### src/rtl/pc_sequencer_pkg.sv
// Shared types for the next-PC sequencer: FSM states, next-PC select codes, flush counter width.
// The PC_IRQ_EN build also uses the SEL_IRQ and SEL_ERET codes.
package pc_sequencer_pkg;

  typedef enum logic {
    RUN     = 1'b0,
    MD_WAIT = 1'b1
  } state_t;

  typedef enum logic [2:0] {
    SEL_HOLD,
    SEL_SEQ,
    SEL_BR,
    SEL_JMP,
    SEL_JR,
    SEL_TMO,
    SEL_IRQ,
    SEL_ERET
  } sel_t;

  // Holds FLUSH_CYCLES-1 for FLUSH_CYCLES up to 7.
  localparam int FLUSH_CNT_W = 3;

  // Every select except hold and plain sequential fetch kills the younger stages.
  function automatic logic is_redirect(input sel_t s);
    return !(s inside {SEL_HOLD, SEL_SEQ});
  endfunction

endpackage

### src/rtl/pc_sequencer_if.sv
// Fetch-stage bundle between the execute-stage resolution logic, the PC register and pc_sequencer.
// irq and eret exist only when PC_IRQ_EN is defined.
interface pc_sequencer_if #(
  parameter int PC_W = 32
);
  logic [PC_W-1:0] pc_q;
  logic            stall_hz;
  logic            md_start;
  logic            md_ready;
  logic            br_taken;
  logic [PC_W-1:0] br_target;
  logic            jmp;
  logic [PC_W-1:0] jmp_target;
  logic            jr;
  logic [PC_W-1:0] jr_target;
`ifdef PC_IRQ_EN
  logic            irq;
  logic            eret;
`endif
  logic [PC_W-1:0] pc_d;
  logic            pc_en;
  logic            flush;
  logic            md_busy;
  logic            md_err;

  modport master (
    input  pc_q, stall_hz, md_start, md_ready, br_taken, br_target,
           jmp, jmp_target, jr, jr_target,
`ifdef PC_IRQ_EN
    input  irq, eret,
`endif
    output pc_d, pc_en, flush, md_busy, md_err
  );

  modport slave (
    output pc_q, stall_hz, md_start, md_ready, br_taken, br_target,
           jmp, jmp_target, jr, jr_target,
`ifdef PC_IRQ_EN
    output irq, eret,
`endif
    input  pc_d, pc_en, flush, md_busy, md_err
  );

endinterface

### src/rtl/pc_sequencer_md_watchdog.sv
// Mult/div wait watchdog: counts enabled cycles since the last clear.
// tc fires on the MD_TIMEOUT-th enabled cycle.
module md_watchdog #(
  parameter int MD_TIMEOUT = 64
) (
  input  logic clk,
  input  logic clr,
  input  logic clear,
  input  logic en,
  output logic tc
);
  localparam int CW = $clog2(MD_TIMEOUT + 1);

  logic [CW-1:0] count;

  always_ff @(posedge clk or posedge clr) begin
    if (clr) begin
      count <= '0;
    end else if (clear) begin
      count <= '0;
    end else if (en) begin
      count <= count + 1'b1;
    end
  end

  // count still holds the cycles already waited, so the current cycle is the MD_TIMEOUT-th one.
  assign tc = en && (count == CW'(MD_TIMEOUT - 1));

endmodule

### src/rtl/pc_sequencer.sv
// Next-PC controller: sequential/branch/jump/jr select, hazard and mult/div freeze, redirect flush.
// Optional interrupt entry/return (irq, eret, IRQ_VECTOR, epc) is built when PC_IRQ_EN is defined.
module pc_sequencer
  import pc_sequencer_pkg::*;
#(
  parameter int PC_W         = 32,
  parameter int FLUSH_CYCLES = 1,
  parameter int MD_TIMEOUT   = 64
`ifdef PC_IRQ_EN
  , parameter logic [PC_W-1:0] IRQ_VECTOR = PC_W'(32'h0000_0F00)
`endif
) (
  input  logic           clk,
  input  logic           clr,
  pc_sequencer_if.master bus
);

  state_t                 state_q, state_d;
  sel_t                   sel;
  logic [FLUSH_CNT_W-1:0] flush_cnt_q;
  logic                   md_err_q;
  logic                   wd_clear, wd_en, wd_tc;
  logic                   irq_take, eret_take;
  logic [PC_W-1:0]        pc_inc, pc_next;

`ifdef PC_IRQ_EN
  logic [PC_W-1:0] epc;
  logic            in_isr;

  assign irq_take  = bus.irq && !in_isr;
  assign eret_take = bus.eret;
`else
  assign irq_take  = 1'b0;
  assign eret_take = 1'b0;
`endif

  assign pc_inc = bus.pc_q + PC_W'(1);
  assign wd_en  = (state_q == MD_WAIT);

  md_watchdog #(
    .MD_TIMEOUT(MD_TIMEOUT)
  ) u_md_watchdog (
    .clk  (clk),
    .clr  (clr),
    .clear(wd_clear),
    .en   (wd_en),
    .tc   (wd_tc)
  );

  always_comb begin
    // NOTE: every signal written here gets a default first, so no path can infer a latch.
    sel      = SEL_HOLD;
    state_d  = state_q;
    wd_clear = 1'b0;
    unique case (state_q)
      RUN: begin
        if (irq_take)          sel = SEL_IRQ;
        else if (eret_take)    sel = SEL_ERET;
        else if (bus.jr)       sel = SEL_JR;
        else if (bus.jmp)      sel = SEL_JMP;
        else if (bus.br_taken) sel = SEL_BR;
        else if (bus.md_start) begin
          state_d  = MD_WAIT;
          wd_clear = 1'b1;
        end else if (!bus.stall_hz) begin
          sel = SEL_SEQ;
        end
      end
      MD_WAIT: begin
        // A result arriving on the watchdog's last cycle wins over the abort.
        if (bus.md_ready) begin
          sel     = SEL_SEQ;
          state_d = RUN;
        end else if (wd_tc) begin
          sel     = SEL_TMO;
          state_d = RUN;
        end
      end
      default: ;
    endcase
  end

  always_comb begin
    pc_next = pc_inc;
    case (sel)
      SEL_HOLD: pc_next = bus.pc_q;
      SEL_BR:   pc_next = bus.br_target;
      SEL_JMP:  pc_next = bus.jmp_target;
      SEL_JR:   pc_next = bus.jr_target;
`ifdef PC_IRQ_EN
      SEL_IRQ:  pc_next = IRQ_VECTOR;
      SEL_ERET: pc_next = epc;
`endif
      default:  pc_next = pc_inc;
    endcase
  end

  // Outputs are combinational, so clr must mask them directly to look reset immediately.
  assign bus.pc_d    = clr ? '0 : pc_next;
  assign bus.pc_en   = !clr && (sel != SEL_HOLD);
  assign bus.flush   = !clr && (is_redirect(sel) || (flush_cnt_q != '0));
  assign bus.md_busy = (state_q == MD_WAIT);
  assign bus.md_err  = md_err_q || (sel == SEL_TMO);

  always_ff @(posedge clk or posedge clr) begin
    if (clr) begin
      state_q     <= RUN;
      flush_cnt_q <= '0;
      md_err_q    <= 1'b0;
    end else begin
      // NOTE: state registers use non-blocking assignments so every flop samples pre-edge values.
      state_q <= state_d;
      // A watchdog abort is treated like any redirect and gets the full flush window.
      if (is_redirect(sel)) begin
        flush_cnt_q <= FLUSH_CNT_W'(FLUSH_CYCLES - 1);
      end else if (flush_cnt_q != '0) begin
        flush_cnt_q <= flush_cnt_q - 1'b1;
      end
      if (sel == SEL_TMO) begin
        md_err_q <= 1'b1;
      end
    end
  end

`ifdef PC_IRQ_EN
  always_ff @(posedge clk or posedge clr) begin
    if (clr) begin
      epc    <= '0;
      in_isr <= 1'b0;
    end else if (sel == SEL_IRQ) begin
      epc    <= bus.pc_q;
      in_isr <= 1'b1;
    end else if (sel == SEL_ERET) begin
      in_isr <= 1'b0;
    end
  end
`endif

endmodule

### src/flat_wrapper.sv
// flat-port wrapper written by rule: the top's interface ports become plain ports
module pc_sequencer_flat import pc_sequencer_pkg::*;
#(
  parameter int PC_W         = 32,
  parameter int FLUSH_CYCLES = 1,
  parameter int MD_TIMEOUT   = 64

)
  (clk, clr, bus_pc_q, bus_stall_hz, bus_md_start, bus_md_ready, bus_br_taken, bus_br_target, bus_jmp, bus_jmp_target, bus_jr, bus_jr_target, bus_pc_d, bus_pc_en, bus_flush, bus_md_busy, bus_md_err);
  pc_sequencer_if #(.PC_W(PC_W)) bus_i ();
  input  logic clk;
  input  logic clr;
  input wire logic [$bits(bus_i.pc_q)-1:0] bus_pc_q;
  input wire logic [$bits(bus_i.stall_hz)-1:0] bus_stall_hz;
  input wire logic [$bits(bus_i.md_start)-1:0] bus_md_start;
  input wire logic [$bits(bus_i.md_ready)-1:0] bus_md_ready;
  input wire logic [$bits(bus_i.br_taken)-1:0] bus_br_taken;
  input wire logic [$bits(bus_i.br_target)-1:0] bus_br_target;
  input wire logic [$bits(bus_i.jmp)-1:0] bus_jmp;
  input wire logic [$bits(bus_i.jmp_target)-1:0] bus_jmp_target;
  input wire logic [$bits(bus_i.jr)-1:0] bus_jr;
  input wire logic [$bits(bus_i.jr_target)-1:0] bus_jr_target;
  output wire logic [$bits(bus_i.pc_d)-1:0] bus_pc_d;
  output wire logic [$bits(bus_i.pc_en)-1:0] bus_pc_en;
  output wire logic [$bits(bus_i.flush)-1:0] bus_flush;
  output wire logic [$bits(bus_i.md_busy)-1:0] bus_md_busy;
  output wire logic [$bits(bus_i.md_err)-1:0] bus_md_err;
  assign bus_i.pc_q = bus_pc_q;
  assign bus_i.stall_hz = bus_stall_hz;
  assign bus_i.md_start = bus_md_start;
  assign bus_i.md_ready = bus_md_ready;
  assign bus_i.br_taken = bus_br_taken;
  assign bus_i.br_target = bus_br_target;
  assign bus_i.jmp = bus_jmp;
  assign bus_i.jmp_target = bus_jmp_target;
  assign bus_i.jr = bus_jr;
  assign bus_i.jr_target = bus_jr_target;
  assign bus_pc_d = bus_i.pc_d;
  assign bus_pc_en = bus_i.pc_en;
  assign bus_flush = bus_i.flush;
  assign bus_md_busy = bus_i.md_busy;
  assign bus_md_err = bus_i.md_err;
  pc_sequencer #(.PC_W(PC_W), .FLUSH_CYCLES(FLUSH_CYCLES), .MD_TIMEOUT(MD_TIMEOUT)) u_core (.clk(clk), .clr(clr), .bus(bus_i));
endmodule
### config.mk
export PLATFORM = sky130hd
export DESIGN_NAME = pc_sequencer_flat
export DESIGN_NICKNAME = d
export VERILOG_FILES = /design/src/rtl/pc_sequencer_pkg.sv /design/src/rtl/pc_sequencer_if.sv /design/src/rtl/pc_sequencer_md_watchdog.sv /design/src/rtl/pc_sequencer.sv /design/src/flat_wrapper.sv
export SDC_FILE = /design/constraint.sdc
export NUM_CORES = 1
export LEC_CHECK = 0
export CAP_MARGIN = 20
export CORE_MARGIN = 2
export CORE_UTILIZATION = 36
export DETAILED_ROUTE_END_ITERATION = 8
export PLACE_DENSITY = 0.82
export SETUP_SLACK_MARGIN = 0.5
export SLEW_MARGIN = 15
export SYNTH_ARGS = -nofsm -noshare
export SYNTH_HDL_FRONTEND = slang
export SYNTH_SLANG_ARGS = --single-unit
### constraint.sdc
create_clock -name clk -period 4 [get_ports clk]
set_clock_uncertainty 0.1 [all_clocks]
set_input_delay 0.8 -clock clk [delete_from_list [all_inputs] [get_ports clk]]
set_output_delay 0.8 -clock clk [all_outputs]
set_load 0.1 [all_outputs]
==> results.md, run 1 <==
- Total track usage: 0.969
- Die width: 87.3 um
- Tool error: [ERROR GRT-0232] Routing congestion too high. Check the congestion heatmap in the GUI.
- Yosys reg bits: 12
- Most common cell in the netlist: nand2_1
- Syn Area/Cell: between 6 and 7 sq um
- Num rows: 30
- Clock buffer count from CTS: 3
- CTS H-tree depth: 1
- Starting Density: 0.369
- Bufs on Longest Clock Path: 2
- Final GP Congestion: between 0.9 and 1
- Post-synthesis net count: 498
- Worst EP kind: output port
- Post-CTS Hold Buffers: 0
- Synth cell count leaders: 32 x nand2_1, 22 x nor2_1, 20 x a21oi_1
- Status: stopped before the end
- Post-synth top area share: 0.120
- Grt repair worst endpoint: bus_pc_d[30]
- Sink Count: 12
- Fail Step: global routing
- Post-synth EDFFs: 0
- Dpl cell area: 0.00584 sq mm
- Setup slack at placement: -0.145 ns
- Root Buffer: clkbuf_8
- Buffers added on ports: around 170
- Synth Cell Area: 0.00249 sq mm
- Main synth FF type: dfrtp_1
- Die Ht: roughly 87 um
- Final HPWL DP: around 12000 um
- Synth cell types: 58
- Largest net degree at the start of global routing: 27
- Cells after Synth: about 360
- Synthesis Warnings: 0
- I/O Pins: roughly 170
- Area leader, netlist: dfrtp_1
- Ys async rst share: 1.00
- GR Overflow Total: 550
- Top cells by area, synth: dfrtp_1 12%, a222oi_1 6.4%, a221oi_1 5.6%, nand2_1 4.8%, a21oi_1 4.0%
- Post-synthesis sequential area ratio: 0.120
- # placed instances: between 600 and 700
-- routing by layer --
| metal | GRT usage | GRT overflow |
|---|---|---|
| met1 | 0.892 | 3 |
| met2 | 1.27 | 425 |
| met3 | 0.703 | 3 |
| met4 | 1.09 | 119 |
| met5 | 0.203 | 0 |
-- cell families after synthesis --
kind of cell               count (synthesis)  share of synthesized area
buffers and inverters                     36                     0.0572
DFF                                       12                      0.120
muxes                                      2                    0.00853
and+or+nand+nor                          162                      0.360
adders and majority gates                  4                     0.0201
AOI/OAI and AO/OA                        125                      0.375
xor gates and xnor gates                  17                     0.0597
-- stage by stage --
| step | TNS, ns | hold slack [ns] | utilization |
|---|---|---|---|
| 4_1_cts | 0 | 0.383 | 0.927 |
| 3_5_place_dp | -0.358 | 0.371 | 0.865 |
| 3_3_place_gp | -0.0130 | 0.344 | 0.865 |
| 2_1_floorplan | 0 | 0.331 | - |
-- timing repair --
action,in CTS
gates resized for setup,134
pin swaps,36
setup endpoints to repair,33
buffers inserted,25
gates cloned,1
==> run 2: changes to the inputs <==
--- a/config.mk
+++ b/config.mk
@@ -7,10 +7,9 @@
 export LEC_CHECK = 0
 export CAP_MARGIN = 20
 export CORE_MARGIN = 2
-export CORE_UTILIZATION = 36
+export CORE_UTILIZATION = 35
 export DETAILED_ROUTE_END_ITERATION = 8
-export PLACE_DENSITY = 0.82
-export SETUP_SLACK_MARGIN = 0.5
+export PLACE_DENSITY_LB_ADDON = 0.15
 export SLEW_MARGIN = 15
 export SYNTH_ARGS = -nofsm -noshare
 export SYNTH_HDL_FRONTEND = slang
==> results.md, run 2 <==
- Post-synthesis adder-cell area fraction: 0.0201
- Share of layout cells above drive strength 1: 0.328
- Simple-gate share of the synthesized area: 0.360
- Root Buffer: clkbuf_8
- Worst path slowest cell: clkdlybuf4s50_1
- Largest net degree at the start of global routing: 27
- Status: complete, no violations
- Worst Path Arrival: about 3.1 ns
- Most common cell in the netlist: nand2_1
- Design Power: roughly 1.3 mW
- Final hold violations: 0
- Setup crit end: bus_pc_d[28]
- Minimum clock period: 4.00 ns
- Buffers added on ports: 171
- Ys async rst share: 1.00
- Synthesis Warnings: 0
- Vias: ~4.2k
- Max_cap viols: 0
- I/O Pins: around 170
- Normalized max-slew margin: 0.342
- Yosys reg bits: 12
- Synth cell count leaders: 32 x nand2_1, 22 x nor2_1, 20 x a21oi_1
- Post-synth EDFFs: 0
- Mux cell area share after synthesis: 0.00853
- Largest family of logic cells by synthesized area: compound AO/OA/AOI/OAI gates
- Clock buffer count from CTS: 3
- Area leader, netlist: dfrtp_1
- Top cells by area, synth: dfrtp_1 12%, a222oi_1 6.4%, a221oi_1 5.6%, nand2_1 4.8%, a21oi_1 4.0%
- CTS H-tree depth: 1
- Ant. Diodes: 0
- Die area: 0.00782 sq mm
- RSZ-0062 raised after global routing: true
- R2r worst-path depth: 4
- Drt via density: about 6.2
- Post-synthesis net count: 498
- Crit Path Class: in -> out
- Post-CTS Hold Buffers: 0
- Main synth FF type: dfrtp_1
- Total track usage: 0.321
- Sink Count: 12
- Required time of the worst setup path: 3.10 ns
- Critical Path Start Type: primary input
- GR Overflow Total: 0
- Fmax: ~0.25 GHz
- Drt total wl: 13300 um
- Clk Latency, worst-skew pair: roughly 0.26 ns
- Starting Density: 0.365
- Power per Cell Area: roughly 220 mW/mm^2
- CP most frequent cell: buf_4
- Layout area overhead: 131%
- Remaining DRCs: 0
- Die width: 88.4 um
- Worst-path clk slew: 0.07 ns
- Largest reg by FF count: u_core.u_md_watchdog.count
- Crit path capture type: primary output
- Routed length per instance: between 15 and 20 um
- Maximum VDD drop: slightly below 0.2 mV
- Most frequent cells in the layout: 131 x clkdlybuf4s50_1, 68 x buf_4, 38 x buf_12
- Worst R2R Setup Slack: between 2 and 2.5 ns
- Die Ht: ~88 um
- Critical Path, Cell by Cell: clkdlybuf4s50_1 > buf_4 > nor2_2 > o21ai_1 > buf_4 > or2_2 > a222oi_1 > a221oi_4 > buf_12
- Post-synthesis compound-gate area fraction: 0.375
- Initial DRC Count: approximately 360
- CTS tree: yes
- Synth Cell Area: about 0.0025 sq mm
- Final setup fails: 0
- R2R Path End: u_core.bus.md_busy$_DFF_PP0_
- XOR/XNOR Fraction of Synth Area: 0.0597
- Worst slew pin tran: slightly below 1 ns
- P_leak: 2.13 nW
- Initial antenna violation count: 0
- Num rows: 30
- Synth cell types: 58
- Syn Area/Cell: approximately 7 sq um
- Antenna-violating nets left: 0
- Dpl cell area: roughly 0.0055 sq mm
- Largest regs: u_core.u_md_watchdog.count x7, u_core.flush_cnt_q x3
- Critical Path Fanout Max: 10
- Crit-path max cell delay: ~0.47 ns
- Iteration count of the initial detailed-routing pass: 6
- Layout Nets: 721
- Commonest non-fill, non-tap cell in the layout: clkdlybuf4s50_1
- Post-synthesis sequential area ratio: 0.120
- Max-slew violation count: 0
- Vias in the first global route: between 4k and 5k
- First-pass GRT wire length: a little under 20000 um
- Max reg flops: 7
- Final GP Congestion: approximately 0.95
- Timing startpoint of the critical path: bus_jr
- Fin area: 0.00576 sq mm
- Core Box Area: between 0.006 and 0.007 sq mm
- Bufs on Longest Clock Path: 2
- Post-synth top area share: 0.120
- FF-to-FF Start: u_core.u_md_watchdog.count[0]$_DFFE_PP0P_
- Cells after Synth: ~360
- Final HPWL DP: between 10000 and 15000 um
- Hold crit path type: reg -> reg
- Final period util: 0.999
[run 2: cell counts after synthesis]
No cell type changed its count.
[run 2: worst min path at each step]
stage,startpoint,to,slack [ns],cells past startpoint
floorplan,u_core.md_err_q$_DFFE_PP0P_,u_core.md_err_q$_DFFE_PP0P_,0.33,1
global placement,u_core.md_err_q$_DFFE_PP0P_,u_core.md_err_q$_DFFE_PP0P_,0.35,1
detailed placement,u_core.md_err_q$_DFFE_PP0P_,u_core.md_err_q$_DFFE_PP0P_,0.35,1
CTS,u_core.md_err_q$_DFFE_PP0P_,u_core.md_err_q$_DFFE_PP0P_,0.37,1
global route,u_core.md_err_q$_DFFE_PP0P_,u_core.md_err_q$_DFFE_PP0P_,0.39,1
finish,u_core.md_err_q$_DFFE_PP0P_,u_core.md_err_q$_DFFE_PP0P_,0.37,1
[run 2: layout make-up]
class,count,area [sq um]
clock buffer,4,55.1
fill,406,1080
inverter,11,41.3
multi-input combinational,310,2590
sequential,12,302
tap,96,120
timing repair buffer,243,2650
[run 2: logic make-up (layout without fill, tap and decap cells)]
family	count (synthesis)	after routing
AO/OA/AOI/OAI	125	125
XOR/XNOR	17	17
adder cells (fa/ha/maj)	4	4
buffers and inverters	36	258
flip-flops	12	12
multiplexers	2	2
AND/OR/NAND/NOR	162	162
[run 2: per-stage QoR]
stage | hold WS [ns] | std cells | utilization | worst slack (ns) | setup TNS (ns)
after global placement | 0.346 | 668 | 0.806 | -0.0953 | -0.373
after floorplan | 0.331 | 358 | - | 0.00196 | 0
after global routing | 0.391 | 676 | 0.842 | -0.0618 | -0.178
final | 0.367 | 676 | 0.842 | 0.00370 | 0
after detailed placement | 0.350 | 668 | 0.806 | -0.127 | -0.891
after CTS | 0.373 | 672 | 0.818 | 0.0322 | 0
[run 2: repair_timing]
item	CTS	global route
pin swaps	5	12
setup buffers	0	4
gates resized for setup	7	26
endpoints found under the setup margin	19	24
[run 2: metal layers]
metal,up-vias,GRT usage,wire [um]
met5,-,0,0
met4,0,0.114,394
met3,44,0.0653,1270
met2,276,0.563,6540
met1,1970,0.390,5110
li1,1904,-,-
[run 2: where the power goes]
group          switching [mW]  leakage (nW)  internal, mW
combinational           0.560          1.95         0.427
clock                  0.0560        0.0288        0.0874
sequential             0.0126         0.159         0.135
total                   0.629          2.13         0.650
[run 2: worst max-delay path, delay by kind of cell]
family,cells,cell delay (ns)
buffers and inverters,4,1.05
AO/OA/AOI/OAI,3,0.73
AND/OR/NAND/NOR,2,0.50
Note: power is estimated with default switching activity, not from simulation.
==> run 3: changes to the inputs <==
--- a/config.mk
+++ b/config.mk
@@ -5,6 +5,7 @@
 export SDC_FILE = /design/constraint.sdc
 export NUM_CORES = 1
 export LEC_CHECK = 0
+export ABC_AREA = 1
 export CAP_MARGIN = 20
 export CORE_MARGIN = 2
 export CORE_UTILIZATION = 35
==> constraint.sdc (replaced) <==
create_clock -name clk -period 3.7 [get_ports clk]
set_clock_uncertainty 0.1 [all_clocks]
set_input_delay 0.74 -clock clk [delete_from_list [all_inputs] [get_ports clk]]
set_output_delay 0.74 -clock clk [all_outputs]
set_load 0.1 [all_outputs]
==> results.md, run 3 <==
- Status: complete, no violations
- Met2 routed WL: 6450 um
- Main synth FF type: dfrtp_1
- Post-CTS Hold Buffers: 0
- Crit Path Class: in -> out
- CTS tree: yes
- Layout area overhead: 71.7%
- Worst hold slack: around 0.36 ns
- Maximum VDD drop: around 0.27 mV
- Top cells by area, synth: nand2_1 23%, nor2_1 15%, nand3_1 14%, inv_1 12%, dfrtp_1 9.2%
- Die width: about 100 um
- Starting Density: 0.356
- Worst Path Arrival: about 2.7 ns
- Ys async rst share: 1.00
- Syn Area/Cell: 4.82 sq um
- Die Ht: approximately 100 um
- Commonest non-fill, non-tap cell in the layout: nand2_1
- Met3 wire length: about 760 um
- Required time of the worst setup path: about 2.9 ns
- Worst path slowest cell: clkdlybuf4s50_1
- Drt via density: about 5.0
- CTS-repair resized insts: 0
- Hold crit path type: reg -> reg
- Critical Path, Cell by Cell: clkdlybuf4s50_1 > ha_1 > nand2_1 > nor2_1 > inv_1 > nor2_1 > buf_4 > xnor2_1 > a21oi_1 > nand2_1 > inv_1 > buf_12
- I/O Pins: around 170
- Final period util: 0.952
- Final GP Congestion: approximately 0.9
- Root Buffer: clkbuf_8
- Uppermost routed layer: met4
- Layout Nets: ~990
- Final HPWL DP: 10700 um
- Most common cell in the netlist: nand2_1
- Met1 wire length: between 5000 and 6000 um
- Max reg flops: 7
- Critical Path Fanout Max: 4
- P_leak: 2.86 nW
- Num rows: 35
- Buffers added on ports: ~170
- Core Box Area: between 0.009 and 0.01 sq mm
- Final setup fails: 0
- Routed length per instance: approximately 14 um
- Vias in the first global route: 4581
- Synth cell types: 27
- Crit path capture type: primary output
- Worst-path clk slew: ~0.050 ns
- RSZ-0062 raised after global routing: true
- Normalized max-slew margin: 0.526
- Max_cap viols: 0
- Minimum clock period: between 3 and 4 ns
- Drt total wl: approximately 13000 um
- Fmax: roughly 0.28 GHz
- Final Util: 0.611
- Clk Latency, worst-skew pair: 0.24 ns
- Worst slew pin tran: between 0.7 and 0.8 ns
- Remaining DRCs: 0
- Vias: around 4.8k
- Largest reg by FF count: u_core.u_md_watchdog.count
- Share of layout cells above drive strength 1: 0.103
- Largest regs: u_core.u_md_watchdog.count x7, u_core.flush_cnt_q x3
- Synthesis Warnings: 0
- GR Overflow Total: 0
- Yosys reg bits: 12
- Area leader, netlist: nand2_1
- Initial antenna violation count: 0
- Cells after Synth: roughly 680
- Post-synthesis net count: between 800 and 900
- Post-CTS Setup Inserts: 0
- Critical Path Start Type: primary input
- Most frequent cells in the layout: 201 x nand2_1, 135 x clkdlybuf4s50_1, 118 x nor2_1
- Power per Cell Area: around 270 mW/mm^2
- Post-synth EDFFs: 0
- Initial DRC Count: about 220
- Ant. Diodes: 0
- Max-slew violation count: 0
- Largest net degree at the start of global routing: 35
- Post-synth top area share: 0.232
- Die area: slightly above 0.01 sq mm
- Total track usage: 0.261
- Crit-path max cell delay: about 0.54 ns
- Synth Cell Area: 0.00326 sq mm
- Clock buffer count from CTS: 3
- First-pass GRT wire length: between 20000 and 25000 um
- Sink Count: 12
- Post-synthesis sequential area ratio: 0.0922
- CTS H-tree depth: 1
- Design Power: about 1.5 mW
- Antenna-violating nets left: 0
- Iteration count of the initial detailed-routing pass: 5
- Final hold violations: 0
- Bufs on Longest Clock Path: 2
- Synth cell count leaders: 201 x nand2_1, 127 x nor2_1, 103 x inv_1
## run 3: changes by cell type in the layout (fill, tap and decap cells not counted), moves of 7 or more
cell / change
nand4_1: +22
a221oi_4: -10
nor2_1: +100
nor2_2: +7
a222oi_1: -16
inv_1: +93
a31oi_1: -9
buf_4: -39
a21oi_1: +17
nand2_1: +170
or2_2: -11
nand3_1: +71
## run 3: worst paths after layout
check                                             startpoint                                        end  slack, ns  depth (start not counted)
worst max-delay path                             bus_pc_q[0]                               bus_pc_d[12]       0.18                         12
max in group asynchronous                                clr  u_core.u_md_watchdog.count[0]$_DFFE_PP0P_       2.04                          3
worst max register to register  u_core.bus.md_busy$_DFF_PP0_          u_core.flush_cnt_q[0]$_DFFE_PP0P_       1.70                          8
worst min register to register   u_core.md_err_q$_DFFE_PP0P_                u_core.md_err_q$_DFFE_PP0P_       0.36                          2
worst min-delay path             u_core.md_err_q$_DFFE_PP0P_                u_core.md_err_q$_DFFE_PP0P_       0.36                          2
min in group asynchronous                                clr               u_core.bus.md_busy$_DFF_PP0_       0.87                          2
## run 3: per-layer routing
layer | track usage | vias up
li1 | - | 2466
met1 | 0.340 | 2156
met2 | 0.482 | 151
met3 | 0.0195 | 7
met4 | 0.0327 | 0
met5 | 0 | -
## run 3: cell families (layout without fill, tap and decap cells)
| family | count (synthesis) | in the layout | synth area share |
|---|---|---|---|
| AOI/OAI and AO/OA | 42 | 42 | 0.0696 |
| xor gates and xnor gates | 14 | 14 | 0.0377 |
| adders and majority gates | 4 | 4 | 0.0154 |
| buffers and inverters | 135 | 308 | 0.168 |
| DFF | 12 | 12 | 0.0922 |
| and+or+nand+nor | 468 | 468 | 0.618 |
## run 3: worst max-delay path: cells and delay by family
kind / cells / cell delay [ns]
buffers and inverters: 5 / 1.03
XOR/XNOR: 1 / 0.09
adder cells (fa/ha/maj): 1 / 0.24
AND/OR/NAND/NOR: 4 / 0.41
AO/OA/AOI/OAI: 1 / 0.17
## run 3: stage by stage
step / setup WS (ns) / TNS [ns] / instances / area (sq um)
after floorplan: 0.0392 / 0 / 675 / 3280
after global placement: 0.189 / 0 / 955 / 5540
after detailed placement: 0.191 / 0 / 955 / 5540
after CTS: 0.178 / 0 / 959 / 5590
after global routing: -0.0111 / -0.0155 / 959 / 5590
final: 0.176 / 0 / 959 / 5590
## run 3: area by class of cell
type	instances	area [sq um]
Tap cell	111	139
Timing Repair Buffer	199	2270
Multi-Input combinational cell	528	2430
Fill cell	902	3560
Clock buffer	4	55.1
Inverter	105	394
Sequential cell	12	300
## run 3: power by group
group / switching, mW / internal, mW
Combinational: 0.700 / 0.456
Sequential: 0.0227 / 0.163
Clock: 0.0501 / 0.0941
